--- config.mk ---
export PLATFORM = sky130hd
export DESIGN_NAME = jtcontra_snd_mbox_flat
export DESIGN_NICKNAME = d
export VERILOG_FILES = /design/src/rtl/jtcontra_snd_mbox_pkg.sv /design/src/rtl/jtcontra_snd_mbox_if.sv /design/src/rtl/jtcontra_snd_mbox_fifo.sv /design/src/rtl/jtcontra_snd_mbox.sv /design/src/flat_wrapper.sv
export SDC_FILE = /design/constraint.sdc
export NUM_CORES = 1
export LEC_CHECK = 0
export ABC_AREA = 1
export BUFFER_PORTS_ARGS = -buffer_cell sky130_fd_sc_hd__buf_2
export CAP_MARGIN = 5
export CORE_MARGIN = 10
export CORE_UTILIZATION = 40
export CTS_CLUSTER_SIZE = 14
export DETAILED_ROUTE_END_ITERATION = 16
export PLACE_DENSITY = 0.7
export SETUP_SLACK_MARGIN = 0.2
export SLEW_MARGIN = 20
export SYNTH_ARGS = -nofsm -noshare
export SYNTH_HDL_FRONTEND = slang
export SYNTH_SLANG_ARGS = --single-unit
--- constraint.sdc ---
create_clock -name clk -period 1.9 [get_ports clk]
set_clock_uncertainty 0.05 [all_clocks]
set_input_delay 0.19 -clock clk [delete_from_list [all_inputs] [get_ports clk]]
set_output_delay 0.19 -clock clk [all_outputs]
set_load 0.05 [all_outputs]
--- src/rtl/jtcontra_snd_mbox_pkg.sv ---
`default_nettype none
// +--------------------------------------------------------------------+
// | jtcontra_mbox_pkg : shared constants for the main-to-sound mailbox |
// | Rev 1.0                                                            |
// +--------------------------------------------------------------------+
package jtcontra_mbox_pkg;

    localparam int IRQ_LEVEL = 0;
    localparam int IRQ_LATCH = 1;
    localparam int IRQ_PULSE = 2;

    function automatic int ptr_w(input int depth);
        return (depth > 2) ? $clog2(depth) : 1;
    endfunction

endpackage
`default_nettype wire

--- src/rtl/jtcontra_snd_mbox_if.sv ---
`default_nettype none
// +--------------------------------------------------------------------+
// | jtcontra_snd_mbox_if : main/sound CPU side signals of the mailbox   |
// | Rev 1.0                                                            |
// +--------------------------------------------------------------------+
interface jtcontra_snd_mbox_if
    import jtcontra_mbox_pkg::*;
#(
    parameter int DW    = 8,
    parameter int DEPTH = 4
);
    localparam int AW = ptr_w(DEPTH);

    logic          main_we;
    logic [DW-1:0] main_din;
    logic          main_flush;
    logic          main_clr_ovf;
    logic          main_full;
    logic          main_ovf;
    logic          main_rd_reply;
    logic [DW-1:0] reply_dout;
    logic          reply_valid;
    logic          snd_rd;
    logic [DW-1:0] snd_dout;
    logic          snd_empty;
    logic          snd_irq;
    logic          snd_irq_ack;
    logic          snd_reply_we;
    logic [DW-1:0] snd_reply_din;
    logic [AW:0]   count;

    modport master (
        output main_we, main_din, main_flush, main_clr_ovf, main_rd_reply,
               snd_rd, snd_irq_ack, snd_reply_we, snd_reply_din,
        input  main_full, main_ovf, reply_dout, reply_valid,
               snd_dout, snd_empty, snd_irq, count
    );

    modport slave (
        input  main_we, main_din, main_flush, main_clr_ovf, main_rd_reply,
               snd_rd, snd_irq_ack, snd_reply_we, snd_reply_din,
        output main_full, main_ovf, reply_dout, reply_valid,
               snd_dout, snd_empty, snd_irq, count
    );

endinterface
`default_nettype wire

--- src/rtl/jtcontra_snd_mbox_fifo.sv ---
`default_nettype none
// +--------------------------------------------------------------------+
// | jtcontra_mbox_fifo : first-word fall-through command FIFO           |
// | Rev 1.0                                                            |
// +--------------------------------------------------------------------+
module jtcontra_mbox_fifo #(
    parameter int DW    = 8,
    parameter int DEPTH = 4,
    parameter int AW    = 2
)(
    input  wire logic          clk,
    input  wire logic          rstn,
    input  wire logic          flush_i,
    input  wire logic          we_i,
    input  wire logic [DW-1:0] din_i,
    input  wire logic          rd_i,
    output logic      [DW-1:0] dout_o,
    output logic               empty_o,
    output logic               full_o,
    output logic      [AW:0]   count_o,
    output logic               wr_acc_o,
    output logic               wr_drop_o
);
    logic [DW-1:0] mem_q [DEPTH];
    logic [AW-1:0] wr_ptr_q, wr_ptr_d;
    logic [AW-1:0] rd_ptr_q, rd_ptr_d;
    logic [AW:0]   count_q,  count_d;
    logic          rd_acc;

    assign empty_o = (count_q == '0);
    assign full_o  = (count_q == (AW+1)'(DEPTH));
    assign count_o = count_q;
    assign dout_o  = mem_q[rd_ptr_q];

    // A pop frees the slot in the same edge, so a full FIFO can still take a write
    assign wr_acc_o  = we_i && !flush_i && (!full_o || rd_i);
    assign wr_drop_o = we_i && !flush_i && full_o && !rd_i;
    assign rd_acc    = rd_i && !flush_i && !empty_o;

    always_comb begin
        wr_ptr_d = wr_ptr_q;
        rd_ptr_d = rd_ptr_q;
        count_d  = count_q;
        if (flush_i) begin
            wr_ptr_d = '0;
            rd_ptr_d = '0;
            count_d  = '0;
        end else begin
            if (wr_acc_o) wr_ptr_d = wr_ptr_q + AW'(1);
            if (rd_acc)   rd_ptr_d = rd_ptr_q + AW'(1);
            case ({wr_acc_o, rd_acc})
                2'b10:   count_d = count_q + (AW+1)'(1);
                2'b01:   count_d = count_q - (AW+1)'(1);
                default: count_d = count_q;
            endcase
        end
    end

    always_ff @(posedge clk or negedge rstn) begin
        if (!rstn) begin
            wr_ptr_q <= '0;
            rd_ptr_q <= '0;
            count_q  <= '0;
        end else begin
            wr_ptr_q <= wr_ptr_d;
            rd_ptr_q <= rd_ptr_d;
            count_q  <= count_d;
        end
    end

    always_ff @(posedge clk) begin
        if (wr_acc_o) mem_q[wr_ptr_q] <= din_i;
    end

endmodule
`default_nettype wire

--- src/rtl/jtcontra_snd_mbox.sv ---
`default_nettype none
// +--------------------------------------------------------------------+
// | jtcontra_snd_mbox : main-to-sound command FIFO, IRQ and reply latch |
// | Rev 1.0                                                            |
// +--------------------------------------------------------------------+
module jtcontra_snd_mbox
    import jtcontra_mbox_pkg::*;
#(
    parameter int DW       = 8,
    parameter int DEPTH    = 4,
    parameter int AW       = ptr_w(DEPTH),
    parameter int IRQ_MODE = 1,
    parameter int IRQ_LEN  = 16,
    parameter int REPLY    = 1
)(
    input  wire logic    clk,
    input  wire logic    rstn,
    jtcontra_snd_mbox_if.slave bus
);
    logic wr_acc;
    logic wr_drop;
    logic ovf_q, ovf_d;

    jtcontra_mbox_fifo #(
        .DW    (DW),
        .DEPTH (DEPTH),
        .AW    (AW)
    ) u_fifo (
        .clk       (clk),
        .rstn      (rstn),
        .flush_i   (bus.main_flush),
        .we_i      (bus.main_we),
        .din_i     (bus.main_din),
        .rd_i      (bus.snd_rd),
        .dout_o    (bus.snd_dout),
        .empty_o   (bus.snd_empty),
        .full_o    (bus.main_full),
        .count_o   (bus.count),
        .wr_acc_o  (wr_acc),
        .wr_drop_o (wr_drop)
    );

    // A dropped write outranks a same-cycle clear
    always_comb begin
        ovf_d = ovf_q;
        if (bus.main_clr_ovf) ovf_d = 1'b0;
        if (wr_drop)          ovf_d = 1'b1;
    end

    always_ff @(posedge clk or negedge rstn) begin
        if (!rstn) ovf_q <= 1'b0;
        else       ovf_q <= ovf_d;
    end

    assign bus.main_ovf = ovf_q;

    generate
        if (IRQ_MODE == IRQ_LEVEL) begin : g_irq_level
            logic irq_q;
            always_ff @(posedge clk or negedge rstn) begin
                if (!rstn)               irq_q <= 1'b0;
                else if (bus.main_flush) irq_q <= 1'b0;
                else                     irq_q <= !bus.snd_empty;
            end
            assign bus.snd_irq = irq_q;
        end else if (IRQ_MODE == IRQ_LATCH) begin : g_irq_latch
            logic irq_q;
            always_ff @(posedge clk or negedge rstn) begin
                if (!rstn)                irq_q <= 1'b0;
                else if (bus.main_flush)  irq_q <= 1'b0;
                else if (wr_acc)          irq_q <= 1'b1;
                else if (bus.snd_irq_ack) irq_q <= 1'b0;
            end
            assign bus.snd_irq = irq_q;
        end else begin : g_irq_pulse
            logic [7:0] pulse_q;
            always_ff @(posedge clk or negedge rstn) begin
                if (!rstn)                 pulse_q <= 8'd0;
                else if (bus.main_flush)   pulse_q <= 8'd0;
                else if (wr_acc)           pulse_q <= 8'(IRQ_LEN);
                else if (pulse_q != 8'd0)  pulse_q <= pulse_q - 8'd1;
            end
            assign bus.snd_irq = (pulse_q != 8'd0);
        end
    endgenerate

    generate
        if (REPLY != 0) begin : g_reply
            logic [DW-1:0] reply_q;
            logic          valid_q;
            always_ff @(posedge clk or negedge rstn) begin
                if (!rstn) begin
                    reply_q <= '0;
                    valid_q <= 1'b0;
                end else if (bus.snd_reply_we) begin
                    reply_q <= bus.snd_reply_din;
                    valid_q <= 1'b1;
                end else if (bus.main_rd_reply) begin
                    valid_q <= 1'b0;
                end
            end
            assign bus.reply_dout  = reply_q;
            assign bus.reply_valid = valid_q;
        end else begin : g_no_reply
            assign bus.reply_dout  = '0;
            assign bus.reply_valid = 1'b0;
        end
    endgenerate

endmodule
`default_nettype wire

--- src/flat_wrapper.sv ---
// flat-port wrapper written by rule: the top's interface ports become plain ports
module jtcontra_snd_mbox_flat import jtcontra_mbox_pkg::*;
#(
    parameter int DW       = 8,
    parameter int DEPTH    = 4,
    parameter int AW       = ptr_w(DEPTH),
    parameter int IRQ_MODE = 1,
    parameter int IRQ_LEN  = 16,
    parameter int REPLY    = 1
)
  (clk, rstn, bus_main_we, bus_main_din, bus_main_flush, bus_main_clr_ovf, bus_main_rd_reply, bus_snd_rd, bus_snd_irq_ack, bus_snd_reply_we, bus_snd_reply_din, bus_main_full, bus_main_ovf, bus_reply_dout, bus_reply_valid, bus_snd_dout, bus_snd_empty, bus_snd_irq, bus_count);
  jtcontra_snd_mbox_if #(.DW(DW), .DEPTH(DEPTH)) bus_i ();
  input  wire logic clk;
  input  wire logic rstn;
  input wire logic [$bits(bus_i.main_we)-1:0] bus_main_we;
  input wire logic [$bits(bus_i.main_din)-1:0] bus_main_din;
  input wire logic [$bits(bus_i.main_flush)-1:0] bus_main_flush;
  input wire logic [$bits(bus_i.main_clr_ovf)-1:0] bus_main_clr_ovf;
  input wire logic [$bits(bus_i.main_rd_reply)-1:0] bus_main_rd_reply;
  input wire logic [$bits(bus_i.snd_rd)-1:0] bus_snd_rd;
  input wire logic [$bits(bus_i.snd_irq_ack)-1:0] bus_snd_irq_ack;
  input wire logic [$bits(bus_i.snd_reply_we)-1:0] bus_snd_reply_we;
  input wire logic [$bits(bus_i.snd_reply_din)-1:0] bus_snd_reply_din;
  output wire logic [$bits(bus_i.main_full)-1:0] bus_main_full;
  output wire logic [$bits(bus_i.main_ovf)-1:0] bus_main_ovf;
  output wire logic [$bits(bus_i.reply_dout)-1:0] bus_reply_dout;
  output wire logic [$bits(bus_i.reply_valid)-1:0] bus_reply_valid;
  output wire logic [$bits(bus_i.snd_dout)-1:0] bus_snd_dout;
  output wire logic [$bits(bus_i.snd_empty)-1:0] bus_snd_empty;
  output wire logic [$bits(bus_i.snd_irq)-1:0] bus_snd_irq;
  output wire logic [$bits(bus_i.count)-1:0] bus_count;
  assign bus_i.main_we = bus_main_we;
  assign bus_i.main_din = bus_main_din;
  assign bus_i.main_flush = bus_main_flush;
  assign bus_i.main_clr_ovf = bus_main_clr_ovf;
  assign bus_i.main_rd_reply = bus_main_rd_reply;
  assign bus_i.snd_rd = bus_snd_rd;
  assign bus_i.snd_irq_ack = bus_snd_irq_ack;
  assign bus_i.snd_reply_we = bus_snd_reply_we;
  assign bus_i.snd_reply_din = bus_snd_reply_din;
  assign bus_main_full = bus_i.main_full;
  assign bus_main_ovf = bus_i.main_ovf;
  assign bus_reply_dout = bus_i.reply_dout;
  assign bus_reply_valid = bus_i.reply_valid;
  assign bus_snd_dout = bus_i.snd_dout;
  assign bus_snd_empty = bus_i.snd_empty;
  assign bus_snd_irq = bus_i.snd_irq;
  assign bus_count = bus_i.count;
  jtcontra_snd_mbox #(.DW(DW), .DEPTH(DEPTH), .AW(AW), .IRQ_MODE(IRQ_MODE), .IRQ_LEN(IRQ_LEN), .REPLY(REPLY)) u_core (.clk(clk), .rstn(rstn), .bus(bus_i));
endmodule
==> results by group <==
Status
  – Outcome: completed

Floorplanning
  – Number of ports placed on the die boundary: 49
  – DIE HEIGHT: 92.6 um
  – Area of the core: 5110 um^2
  – Die Area: 8570 um^2
  – Starting density of the core: 0.413
  – Number of rows created at floorplan: 26
  – Horiz. Die Dim: 92.6 um

Synthesis
  – Yosys warning total: 0
  – Top post-synthesis cells by area: edfxtp_1, dfrtp_1, nand2_1
  – Count of distinct cell types in the synthesized netlist: 25
  – Gate count after technology mapping: 186
  – Portion of synthesized cell area occupied by the leading cell type: 0.456
  – Mean area per synthesized cell: 11.3 um^2
  – Mapped cell area: 2110 um^2
  – Library cell with the largest summed area after synthesis: edfxtp_1
  – Register bit count reported by yosys: 50
  – Post-Syn Nets: 216
  – Part of the Yosys area used for sequential elements: 0.669

Timing
  – Period minus WS final: about 1.7 ns
  – Final number of hold-violating endpoints: 0
  – Upper clock frequency limit: 576 MHz
  – Least-Margin Pin Slew: 0.492 ns
  – Period utilization: 0.914
  – Setup repair after global routing missed its margin: yes
  – Worst Setup Slack, final: around 0.16 ns
  – Slew headroom: 0.672
  – Max-slew violation count: 0
  – Sum of negative setup slack: 0 ns
  – Number of endpoints failing setup at the final stage: 0

Setup path
  – Capturing element type of the critical path: flop
  – Worst setup path category: flop to flop
  – Register-to-Register Setup Slack: 0.16 ns
  – WP data arrival: 1.88 ns
  – Maximum fanout along the worst path: 2
  – Required time at the worst-slack endpoint: 2.05 ns
  – Startpoint type of the worst setup path: flop

Finish
  – Cell Count, Final, Fillers Out: 326
  – Layout cell share with drive strength beyond 1: 0.414
  – Commonest non-fill, non-tap cells in the layout: buf_2, nand2_1, edfxtp_1, nor2_1, o21ai_1
  – Layout overhead on the synthesized area: 35.2%
  – Final core utilization: 0.558
  – Leading cell type in the layout, fill and taps excluded: buf_2
  – Final net count: 285
  – Antenna cell count: 0

Placement
  – Post-Place Worst Slack: 0.0535 ns
  – Inst Count DP: 309
  – Final estimated routing congestion in global placement: between 0.7 and 0.8
  – I/O Buffers: 48
  – HPWL after detailed placement: ~3.4 mm

Drt
  – Detail-routed via count per cell: 4.71
  – DRC Markers: 0
  – Iteration-0 DRC count of the detailed router: 39
  – Number of iterations in the first detailed-routing pass: 5
  – Count of nets left with antenna violations after detail routing: 0
  – Detail-routed net length per standard cell: between 15 and 20 um
  – Total via count after detailed routing: 1,535
  – WL final: 4.92 mm

GRT
  – Maximum number of pins on one net before global-route repair: 19
  – Initial antenna violation count: 0
  – Via count of the first global-routing pass: between 1,500 and 2,000
  – Overflow after GRT: 0
  – Wire length of the first global-routing pass: 8.11 mm
  – Total GRT Usage: 0.119

Power
  – Peak supply drop: ~0.43 mV
  – Leakage dissipation: 1.25 nW
  – Total power divided by cell area: 902 nW/um^2
  – Power Total: approximately 2.6 mW

Clock tree
  – TritonCTS buffer count: 5
  – Clock transition at path regs: 0.09 ns
  – Clock tree from TritonCTS: done
  – Deepest clock path buffer count: 2
  – CTS sink count: 50
  – Buffer type at the clock tree root: clkbuf_8
  – H-tree lvl count: 2
  – Clock latency on the worst-skew pair: approximately 0.30 ns

Run
  – Number of violations of the max-capacitance limit: 0

Hold path
  – Path class of the lowest-slack min-delay path: input port to flop
-- worst paths after layout --
path / to / cells after the start / from
worst min register to register: u_core.bus.reply_dout[6] / 2 / u_core.bus.reply_dout[6]
worst max register to register: u_core.u_fifo.count_o[2] / 10 / u_core.u_fifo.count_o[0]
max in group asynchronous: u_core.u_fifo.count_o[0] / 2 / rstn
worst min-delay path: u_core.bus.main_ovf / 2 / bus_main_clr_ovf
min in group asynchronous: u_core.u_fifo.rd_ptr_q[1] / 2 / rstn
worst max-delay path: u_core.u_fifo.count_o[2] / 10 / u_core.u_fifo.count_o[0]
-- Yosys cell counts, drive strengths merged --
library cell and instances:
buf 4, clkinv 1, nand2 39, nand3 7, nand3b 1, o32ai 1
o22ai 8, edfxtp 32, nor2 26, nand4 1, ha 4, fa 1
dfrtp 18, xor2 2, inv 17, o21ai 20, nor3 2, a21oi 2
-- metrics by stage --
step                      hold slack, ns  cell area [um^2]
after global routing              0.0125              2850
after detailed placement          0.0955              2540
after global placement            0.0948              2540
after floorplan                   -0.156              2170
final                             0.0178              2850
after CTS                        0.00565              2740
-- critical path, cell delays in order, from the launching register on --
cell and delay, ns:
dfrtp_4 0.50, nor2_4 0.12, nand2_4 0.07, nand4_4 0.07
inv_2 0.04, fa_2 0.33, xor2_1 0.18, nand3b_1 0.12
nand2_1 0.05, nand2_1 0.06, nand2_1 0.04
-- per-layer routing --
layer / part of all wire / GRT usage / wire length, um / up-vias
li1: - / - / - / 769
met1: 0.45 / 0.138 / 2240 / 708
met2: 0.45 / 0.191 / 2230 / 53
met3: 0.083 / 0.0557 / 408 / 5
met4: 0.0083 / 0.0373 / 41 / 0
met5: 0 / 0 / 0 / -
-- sequential cells by signal, summed over array words and instances (netlist names) --
signal	cells
u_core.u_fifo.mem_q	32
u_core.bus.reply_dout	8
u_core.u_fifo.count_o	3
u_core.u_fifo.rd_ptr_q	2
u_core.u_fifo.wr_ptr_q	2
u_core.bus.main_ovf	1
u_core.bus.reply_valid	1
u_core.bus.snd_irq	1
-- cell type report --
type	instances	area, um^2
Multi-Input combinational cell	114	679
Fill cell	443	2260
Sequential cell	50	1420
Clock buffer	7	108
Tap cell	70	87.6
Timing Repair Buffer	66	478
Clock inverter	1	8.76
Inverter	18	70.1
-- where the power goes --
part           internal (mW)  switching [mW]  leakage [nW]
Combinational          0.208           0.383         0.677
Clock                  0.380           0.356        0.0600
Sequential              1.21          0.0302         0.514
Total                   1.80           0.770          1.25
-- repair_timing --
action | 4_1_cts | 5_1_grt
setup buffers | 4 | 3
hold endpoints to repair | 18 | 0
gates cloned | 0 | 1
pin swaps | 3 | 6
resized for setup | 17 | 32
endpoints found under the setup margin | 42 | 11
hold buffers | 1 | 0
-- cells by family after synthesis --
family | Yosys count | share of synthesized area
and+or+nand+nor | 76 | 0.163
adders and majority gates | 5 | 0.0332
DFF | 50 | 0.669
AOI/OAI and AO/OA | 31 | 0.0837
xor gates and xnor gates | 2 | 0.00831
buffers and inverters | 22 | 0.0427
Note: power is estimated with default switching activity, not from simulation.
